--- config.mk ---
export PLATFORM = sky130hd
export DESIGN_NAME = junctions_r_demux_queue
export DESIGN_NICKNAME = d
export VERILOG_FILES = /design/src/rtl/junctions_r_demux_queue.sv
export SDC_FILE = /design/constraint.sdc
export NUM_CORES = 1
export LEC_CHECK = 0
export CAP_MARGIN = 20
export CORE_UTILIZATION = 46
export CTS_BUF_LIST = sky130_fd_sc_hd__clkbuf_8
export CTS_CLUSTER_SIZE = 10
export DETAILED_ROUTE_END_ITERATION = 8
export GPL_TIMING_DRIVEN = 0
export PLACE_DENSITY = 0.76
export SETUP_SLACK_MARGIN = 0.4
export SLEW_MARGIN = 20
export SYNTH_ARGS = -nofsm -noshare
export SYNTH_HDL_FRONTEND = slang
export SYNTH_SLANG_ARGS = --single-unit
export TNS_END_PERCENT = 20
--- constraint.sdc ---
create_clock -name clk -period 4.5 [get_ports clk]
set_clock_uncertainty 0.1 [all_clocks]
set_input_delay 0.675 -clock clk [delete_from_list [all_inputs] [get_ports clk]]
set_output_delay 0.675 -clock clk [all_outputs]
set_load 0.01 [all_outputs]
--- src/rtl/junctions_r_demux_queue.sv ---
// junctions_r_demux_queue
//   Buffers the arbitrated R beat stream in a DEPTH-entry circular FIFO and
//   steers the head beat to one of four master outputs, chosen by
//   id[ROUTE_LSB+1:ROUTE_LSB]. Strict FIFO order across all outputs, so a
//   stalled head blocks beats for other masters. Delivery statistics
//   (beat count, burst count, sticky error) update on pop.
// Ports:
//   clk, reset            : clock, synchronous active-high reset
//   io_in_*               : upstream valid/ready + beat fields
//   io_out_N_*            : per-master valid/ready + head-entry fields (N=0..3)
//   io_err_seen           : sticky, set when a beat with resp[1]=1 is delivered
//   io_beat_count         : delivered beats (wraps)
//   io_burst_count        : delivered beats with last=1 (wraps)
module junctions_r_demux_queue #(
  parameter int DEPTH     = 4,
  parameter int ROUTE_LSB = 4
) (
  input  logic        clk,
  input  logic        reset,
  output logic        io_in_ready,
  input  logic        io_in_valid,
  input  logic [1:0]  io_in_bits_resp,
  input  logic [63:0] io_in_bits_data,
  input  logic        io_in_bits_last,
  input  logic [5:0]  io_in_bits_id,
  input  logic        io_in_bits_user,
  input  logic        io_out_0_ready,
  output logic        io_out_0_valid,
  output logic [1:0]  io_out_0_bits_resp,
  output logic [63:0] io_out_0_bits_data,
  output logic        io_out_0_bits_last,
  output logic [5:0]  io_out_0_bits_id,
  output logic        io_out_0_bits_user,
  input  logic        io_out_1_ready,
  output logic        io_out_1_valid,
  output logic [1:0]  io_out_1_bits_resp,
  output logic [63:0] io_out_1_bits_data,
  output logic        io_out_1_bits_last,
  output logic [5:0]  io_out_1_bits_id,
  output logic        io_out_1_bits_user,
  input  logic        io_out_2_ready,
  output logic        io_out_2_valid,
  output logic [1:0]  io_out_2_bits_resp,
  output logic [63:0] io_out_2_bits_data,
  output logic        io_out_2_bits_last,
  output logic [5:0]  io_out_2_bits_id,
  output logic        io_out_2_bits_user,
  input  logic        io_out_3_ready,
  output logic        io_out_3_valid,
  output logic [1:0]  io_out_3_bits_resp,
  output logic [63:0] io_out_3_bits_data,
  output logic        io_out_3_bits_last,
  output logic [5:0]  io_out_3_bits_id,
  output logic        io_out_3_bits_user,
  output logic        io_err_seen,
  output logic [15:0] io_beat_count,
  output logic [15:0] io_burst_count
);
  localparam int AW = $clog2(DEPTH);
  localparam logic [AW:0] L_FULL = (AW+1)'(DEPTH);

  typedef struct packed {
    logic [1:0]  resp;
    logic [63:0] data;
    logic        last;
    logic [5:0]  id;
    logic        user;
  } beat_t;

  beat_t         r_mem [DEPTH];
  logic [AW-1:0] r_wr_ptr, r_rd_ptr;
  logic [AW:0]   r_count;
  logic          r_err_seen;
  logic [15:0]   r_beat_count, r_burst_count;

  beat_t       w_head;
  logic [1:0]  w_route;
  logic [3:0]  w_out_valid, w_out_ready;
  logic        w_push, w_pop;

  assign w_head  = r_mem[r_rd_ptr];
  assign w_route = w_head.id[ROUTE_LSB+1:ROUTE_LSB];

  // Ready depends only on registered occupancy: when full, a same-cycle pop
  // does not open a slot until the next cycle.
  assign io_in_ready = (r_count != L_FULL);
  assign w_push      = io_in_valid & io_in_ready;

  assign w_out_valid = (r_count != '0) ? (4'b0001 << w_route) : 4'b0000;
  assign w_out_ready = {io_out_3_ready, io_out_2_ready, io_out_1_ready, io_out_0_ready};
  // Only the selected output's ready matters since at most one valid is high.
  assign w_pop       = |(w_out_valid & w_out_ready);

  // Entry storage is not reset; stale contents are never visible because
  // valid is gated by the count.
  always_ff @(posedge clk) begin
    if (w_push)
      r_mem[r_wr_ptr] <= '{resp: io_in_bits_resp, data: io_in_bits_data,
                           last: io_in_bits_last, id: io_in_bits_id,
                           user: io_in_bits_user};
  end

  always_ff @(posedge clk) begin
    if (reset) begin
      r_wr_ptr      <= '0;
      r_rd_ptr      <= '0;
      r_count       <= '0;
      r_err_seen    <= 1'b0;
      r_beat_count  <= '0;
      r_burst_count <= '0;
    end else begin
      if (w_push) r_wr_ptr <= r_wr_ptr + AW'(1);
      if (w_pop)  r_rd_ptr <= r_rd_ptr + AW'(1);
      case ({w_push, w_pop})
        2'b10:   r_count <= r_count + (AW+1)'(1);
        2'b01:   r_count <= r_count - (AW+1)'(1);
        default: r_count <= r_count;
      endcase
      if (w_pop) begin
        r_beat_count <= r_beat_count + 16'd1;
        if (w_head.last)    r_burst_count <= r_burst_count + 16'd1;
        if (w_head.resp[1]) r_err_seen    <= 1'b1;
      end
    end
  end

  assign io_err_seen    = r_err_seen;
  assign io_beat_count  = r_beat_count;
  assign io_burst_count = r_burst_count;

  assign io_out_0_valid     = w_out_valid[0];
  assign io_out_0_bits_resp = w_head.resp;
  assign io_out_0_bits_data = w_head.data;
  assign io_out_0_bits_last = w_head.last;
  assign io_out_0_bits_id   = w_head.id;
  assign io_out_0_bits_user = w_head.user;

  assign io_out_1_valid     = w_out_valid[1];
  assign io_out_1_bits_resp = w_head.resp;
  assign io_out_1_bits_data = w_head.data;
  assign io_out_1_bits_last = w_head.last;
  assign io_out_1_bits_id   = w_head.id;
  assign io_out_1_bits_user = w_head.user;

  assign io_out_2_valid     = w_out_valid[2];
  assign io_out_2_bits_resp = w_head.resp;
  assign io_out_2_bits_data = w_head.data;
  assign io_out_2_bits_last = w_head.last;
  assign io_out_2_bits_id   = w_head.id;
  assign io_out_2_bits_user = w_head.user;

  assign io_out_3_valid     = w_out_valid[3];
  assign io_out_3_bits_resp = w_head.resp;
  assign io_out_3_bits_data = w_head.data;
  assign io_out_3_bits_last = w_head.last;
  assign io_out_3_bits_id   = w_head.id;
  assign io_out_3_bits_user = w_head.user;
endmodule

== Word-level counts from Yosys, hierarchy flattened ==
Memories as Yosys holds them, arrays and structs flattened. A register that Yosys moved wholly into a read port is not among the register bits.
Cells that the tools add are included.
Storage, ports and cells
  register bits: 40
  RAM bits: 296
  input bits: 81
  output and inout port bits: 334
  word-level logic and storage cells: 30
  memories: 1
Memories
  r_mem: words 4, bits a word 74, read ports 1, clocked after Yosys merged registers in 1, wr ports 1, RTL line 70  | beat_t r_mem [DEPTH];
Cells by class
  $add $sub $neg: 6
  equal/unequal tests: 3
  shift operators: 1
  muxes and demuxes: 6
  bitwise gates (word level): 2
  reduce and logical (&&, ||, !) cells: 5
Operator list (number)
  $add A16 B1 Y16 const B: 2
  $pmux W3 S2: 1
  $add A2 B1 Y2 const B: 2
  $and A4 B4 Y4: 1
  $mux W2: 2
  $mux W4: 1
  $reduce_and A2 Y1: 2
  $reduce_or A4 Y1: 1
  $shl A1 B2 Y4 const A: 1
  $add A3 B1 Y3 const B: 1
  $ne A3 B3 Y1 const B: 1
  $reduce_bool A3 Y1: 1
  $sub A3 B1 Y3 const B: 1
  $eq A2 B1 Y1 const B: 1
  $eq A2 B2 Y1 const B: 1
  $mux W1: 2
  $reduce_bool A2 Y1: 1
  $and A1 B1 Y1: 1

== Logic depth before layout (Yosys ltp) ==
Gate-level depths: netlist (run 1).
  depth after elaboration: 6
  mapped depth: 12
  gate-level depth less buffers: 10

== Worst setup path after synthesis (run 1) ==
Ideal clock, no wire load.
  path type: flip-flop to flip-flop
  from: register with a tool-made name
  to: register r_count[2]
  library setup time: 0.070 ns
  arrival: 3.020 ns
  required time: 4.330 ns
  slack: 1.309 ns
  cell stages (with the launch flop): 13
  buffers on the path: 2
  period minus slack after synthesis: 3.191 ns
  cell sequence: dfxtp_1 > buf_6 > mux4_2 > or2_1 > o22a_1 > inv_1 > buf_4 > ha_1 > inv_1 > fa_1 > xor2_1 > or3_1 > a21oi_1
RTL lines
  to (signal assigned): RTL line 115  | 2'b10: r_count <= r_count + (AW+1)'(1);
  to (signal assigned): RTL line 116  | 2'b01: r_count <= r_count - (AW+1)'(1);
  to (signal assigned): RTL line 117  | default: r_count <= r_count;
  to (decl): RTL line 72  | logic [AW:0] r_count;

==> flow_summary.ini, run 1 <==
[placement]
placed_cells = 1674
hpwl_mm = 21.6
portBuffers = 414
place_congestion = 0.750

[power_and_ir_drop]
ir_worst_vdd_mv = 0.410
power_switching_w = 0.00370
seqPwrFrac_pct = 30.8
power_leakage_nw = 7.13
p_int_w = 0.00880
p_sw_share_pct = 29.6
combPwrFrac_pct = 51.5
clkPwrFrac_pct = 17.7
p_per_area_nw_per_um2 = 624

[drt]
num_vias = 8576
drt_iter0_drc = 449
antenna_left = 0
avgViaCountPerCell = 4.84
drc = 0
wl_mm = 30.8
wl_per_cell_um = 17.4
dr.pass1.iters = 5

[clock_tree]
cts_buffers = 53
max-clock-path-buffers = 3
cts_setup_buffers = 0
cts_root_buf = clkbuf_8
cts_max_level = 2
clk_latency_ns = 0.56
cts_tree = built
cts_hold_buf = 0
cts.sinks = 338
clk_pin_slew_worst_paths_ns = 0.06

[setup_path]
start_kind = flop
reg2reg_to = r_count[2]
rr_worst_depth = 12
cp_data_arrival_time_ns = 3.12
crit_path_cell_trace = buf_6 > buf_1 > mux4_2 > buf_4 > clkdlybuf4s50_1
slowest_stage = mux4_2
slowest_delay_ns = 0.69
critPathMaxFanout = 10
crit_end = io_out_1_bits_data[14]
crit_required_ns = 3.72
cp-end-kind = primary output
r2r_slack_ns = 0.90
worstSetupPathType = reg2out

[cells_and_area]
layout.nets = 1422
finish.utilization_pct = 65.3
mostFrequentLayoutCells = clkdlybuf4s50_1 (414), edfxtp_1 (296), buf_4 (223)
instances_no_fill = 1772
drive_gt1_share_pct = 27.4
area_growth_pct = 39.4
layout_commonest_cell = clkdlybuf4s50_1

[sta]
min_period_ns = 3.90
min_period_over_period_pct = 86.6
hold_violations = 0
clock.fmax_mhz = 257
rsz0062_at_grt = true
setup_violations = 0
maxSlewViolCount = 0
slew_headroom_pct = 41.7
worstMarginPinSlew_ns = 0.875

[synthesis]
synth_seq_cells = 338
syn_area_um2 = 14400
synth_cells = 860
synth_fp_nets = 949
synth_top_cells_by_area = edfxtp_1 (62%), buf_4 (12%), mux4_2 (12%)
synth_top_area_share_pct = 61.9
synth_top_area_cell = edfxtp_1
ys_seq_area_share_pct = 67.7
ys_types = 34
syn_area_per_cell_um2 = 16.7
yosys_warnings = 0

[floorplan]
num_rows = 64
die_width_um = 179
die-height_um = 179
dieArea_um2 = 31900
ios = 415
core_area_um2 = 30700
start_util_pct = 46.8

[global_route]
first_global_vias = 8601
grt_max_degree = 46
grt_pass1_wl_mm = 45.9
antenna_found_initial = 3
grt_overflow_total = 0
grtUsageTotal_pct = 19.0

[hold_path]
min_path_type = reg2reg

[status]
status = completed

[job]
drv_cap = 0
==> layer usage <==
layer / global-route usage, % / share of wire, % / vias up
met3: 4.90 / 7.0 / 41
li1: - / - / 4004
met2: 34.6 / 54 / 300
met1: 21.5 / 37 / 4231
met5: 0 / 0 / -
met4: 6.00 / 1.5 / 0
==> worst min path at each step <==
stage,start,to,slack [ns],cells after the start
6_report,io_err_seen,io_err_seen,0.38,2
5_1_grt,io_burst_count[9],io_burst_count[9],0.42,2
4_1_cts,io_beat_count[15],io_beat_count[15],0.39,2
3_5_place_dp,io_beat_count[15],io_beat_count[15],0.38,2
3_3_place_gp,io_err_seen,io_err_seen,0.36,2
2_1_floorplan,r_rd_ptr[1],flop,0.36,2
==> worst max-delay path, delay by kind of cell (launching register included) <==
family	cells	cell delay, ns
multiplexers	1	0.69
flip-flops	1	0.36
buffers and inverters	4	1.50
==> per-stage QoR <==
step	TNS, ns	hold WS (ns)	area [um2]	worst slack (ns)	total power, W
final	0	0.381	20000	0.604	0.0125
after global routing	0	0.417	20000	0.379	0.0131
after CTS	0	0.392	20000	0.405	0.0127
after detailed placement	0	0.384	19100	0.899	0.0104
after global placement	-112.01	0.355	19000	-0.396	0.0103
after floorplan	0	0.365	14400	1.31	0.00728
==> registers in the layout, summed over array words and instances, names as in the netlist, named ones only <==
name	flops
r_rd_ptr	2
r_mem	296
io_burst_count	16
r_count	3
io_err_seen	1
r_wr_ptr	2
io_beat_count	16
==> Yosys cell counts, drive strengths merged <==
master  instances
ha              7
nand2b          2
fa              1
nand4b          2
buf           236
a21oi          29
clkbuf         13
nor2b           4
and2            4
or3            19
mux2i           2
mux2            6
o31ai           5
xnor2           3
xor2            2
and3           10
nand4           5
nor2           20
edfxtp        296
o21ai          21
or4             5
nand3          12
mux4           74
nor3            5
and4            3
inv            11
nand2          19
dfxtp          42
or2             1
o22a            1
==> power by group through the flow <==
| stage | Sequential [W] | Clock, W | Combinational, W |
|---|---|---|---|
| 2_1_floorplan | 0.00392 | 0 | 0.00336 |
| 3_3_place_gp | 0.00394 | 0 | 0.00639 |
| 3_5_place_dp | 0.00392 | 0 | 0.00651 |
| 4_1_cts | 0.00386 | 0.00227 | 0.00654 |
| 5_1_grt | 0.00388 | 0.00241 | 0.00686 |
| 6_report | 0.00385 | 0.00221 | 0.00643 |
==> layout make-up <==
| cell class | count | area, um2 |
|---|---|---|
| antenna | 3 | 7.51 |
| buffer | 249 | 1800 |
| clock buffer | 53 | 729 |
| clock inverter | 42 | 176 |
| fill | 2238 | 10600 |
| inverter | 11 | 41.3 |
| multi-input combinational | 262 | 2820 |
| sequential | 338 | 9730 |
| tap | 396 | 495 |
| timing repair buffer | 418 | 4230 |
==> cell families after synthesis <==
| kind of cell | after synthesis | synth area share, % |
|---|---|---|
| flops | 338 | 67.7 |
| xor+xnor | 5 | 0.305 |
| mux | 82 | 12.2 |
| fa+ha+maj | 8 | 0.749 |
| compound gates | 56 | 2.06 |
| simple gates | 111 | 4.14 |
| buf+inv | 260 | 12.8 |
==> timing repair <==
item,CTS,global route
endpoints found under the hold margin,0,0
gates resized for setup,0,2
setup endpoints to repair,0,38
Note: power is estimated with default switching activity, not from simulation.
==> run 2, diff against run 1 <==
--- a/config.mk
+++ b/config.mk
@@ -6,12 +6,12 @@
 export NUM_CORES = 1
 export LEC_CHECK = 0
 export CAP_MARGIN = 20
-export CORE_UTILIZATION = 46
+export CORE_UTILIZATION = 38
 export CTS_BUF_LIST = sky130_fd_sc_hd__clkbuf_8
 export CTS_CLUSTER_SIZE = 10
 export DETAILED_ROUTE_END_ITERATION = 8
 export GPL_TIMING_DRIVEN = 0
-export PLACE_DENSITY = 0.76
+export PLACE_DENSITY = 0.64
 export SETUP_SLACK_MARGIN = 0.4
 export SLEW_MARGIN = 20
 export SYNTH_ARGS = -nofsm -noshare
==> flow_summary.ini, run 2 (synthesized netlist as in run 1, its figures left out) <==
[status]
status = completed

[power_and_ir_drop]
ir_worst_vdd_mv = 0.365
power_leakage_nw = 7.20
p_per_area_nw_per_um2 = 630
p_total_w = 0.0128

[global_route]
grtUsageTotal_pct = 16.8
first_global_vias = 8811
antenna_found_initial = 3
grt_pass1_wl_mm = 49.3
grtUsageMet2_pct = 29.5
top_usage_layer = met2
met1_usage_pct = 19.8
grt_overflow_total = 0
met3_usage_pct = 4.50
grt_max_degree = 45

[sta]
hold_violations = 0
rsz0062_at_grt = true
min_period_ns = 3.95
holdWs_ns = 0.369
tns_ns = 0
maxSlewViolCount = 0
worstMarginPinSlew_ns = 0.883
clock.fmax_mhz = 253
slew_headroom_pct = 41.2
min_period_over_period_pct = 87.7
setup_violations = 0

[drt]
num_vias = 8625
avgViaCountPerCell = 4.58
dr.pass1.iters = 4
wl_mm = 32.6
wl_per_cell_um = 17.3
drt_iter0_drc = 357
drc = 0
antenna_left = 0

[clock_tree]
clk_latency_ns = 0.61
clk_pin_slew_worst_paths_ns = 0.06
cts.sinks = 338
cts_tree = built
cts_max_level = 2
max-clock-path-buffers = 3
cts_buffers = 55
cts_root_buf = clkbuf_8

[placement]
portBuffers = 414
dpl_cell_area_um2 = 19300
hpwl_mm = 22.6
placed_cells = 1782
place_congestion = 0.810

[setup_path]
crit_required_ns = 3.72
critPathMaxFanout = 10
cp-end-kind = primary output
worstSetupPathType = reg2out
start_kind = flop
cp_data_arrival_time_ns = 3.17

[floorplan]
die-height_um = 196
start_util_pct = 39.0
ios = 415
num_rows = 70
die_width_um = 196
dieArea_um2 = 38600
core_area_um2 = 36900

[cells_and_area]
layout.nets = 1424
antenna_cells = 0
mostFrequentLayoutCells = clkdlybuf4s50_1 (414), edfxtp_1 (296), buf_4 (223)
largest_reg_flops = 296
largest_register = r_mem
area_growth_pct = 41.3
layout_commonest_cell = clkdlybuf4s50_1
instances_no_fill = 1883
fin_area_um2 = 20300
drive_gt1_share_pct = 28.1

[hold_path]
min_path_type = reg2reg

[job]
drv_cap = 0
## run 2: metrics by stage
stage	worst slack, ns	util [%]
floorplan	1.31	-
global placement	-0.532	51.9
detailed placement	0.863	52.3
CTS	0.364	55.0
global route	0.327	55.0
finish	0.552	55.0
## run 2: per-layer routing
metal	wire length [um]	share of wire, %
met1	13200	40
met2	16500	51
met3	2340	7.2
met4	548	1.7
met5	41	0.13
## run 2: cell type report
class / instances / area [um2]
timing repair buffer: 418 / 4250
inverter: 11 / 41.3
clock inverter: 45 / 246
multi-input combinational: 262 / 2820
tap: 504 / 631
sequential: 338 / 9730
buffer: 249 / 1810
fill: 3018 / 16600
clock buffer: 56 / 771
## run 2: path summary, 6_finish.rpt
kind	startpoint	end	slack (ns)	cells past startpoint
worst min register to register	io_err_seen	io_err_seen	0.37	2
worst max-delay path	flop	io_out_1_bits_data[56]	0.55	5
worst min-delay path	io_err_seen	io_err_seen	0.37	2
worst max register to register	flop	r_count[2]	0.90	12
## run 2: timing repair
| item | CTS | global route |
|---|---|---|
| hold buffers | 0 | 0 |
| gates resized for setup | 1 | 7 |
| setup buffers | 0 | 0 |
| cloned | 0 | 0 |
| endpoints found under the setup margin | 86 | 182 |
## run 2: worst max-delay path, stage by stage, from the launching register on
cell,delay [ns]
dfxtp_1,0.36
buf_6,0.20
buf_1,0.69
mux4_2,0.68
buf_4,0.17
clkdlybuf4s50_1,0.46
## run 2: where the power goes
part	switching, W	internal (W)
clock	0.00117	0.00128
sequential	0.0000879	0.00376
combinational	0.00253	0.00395
total	0.00379	0.00899
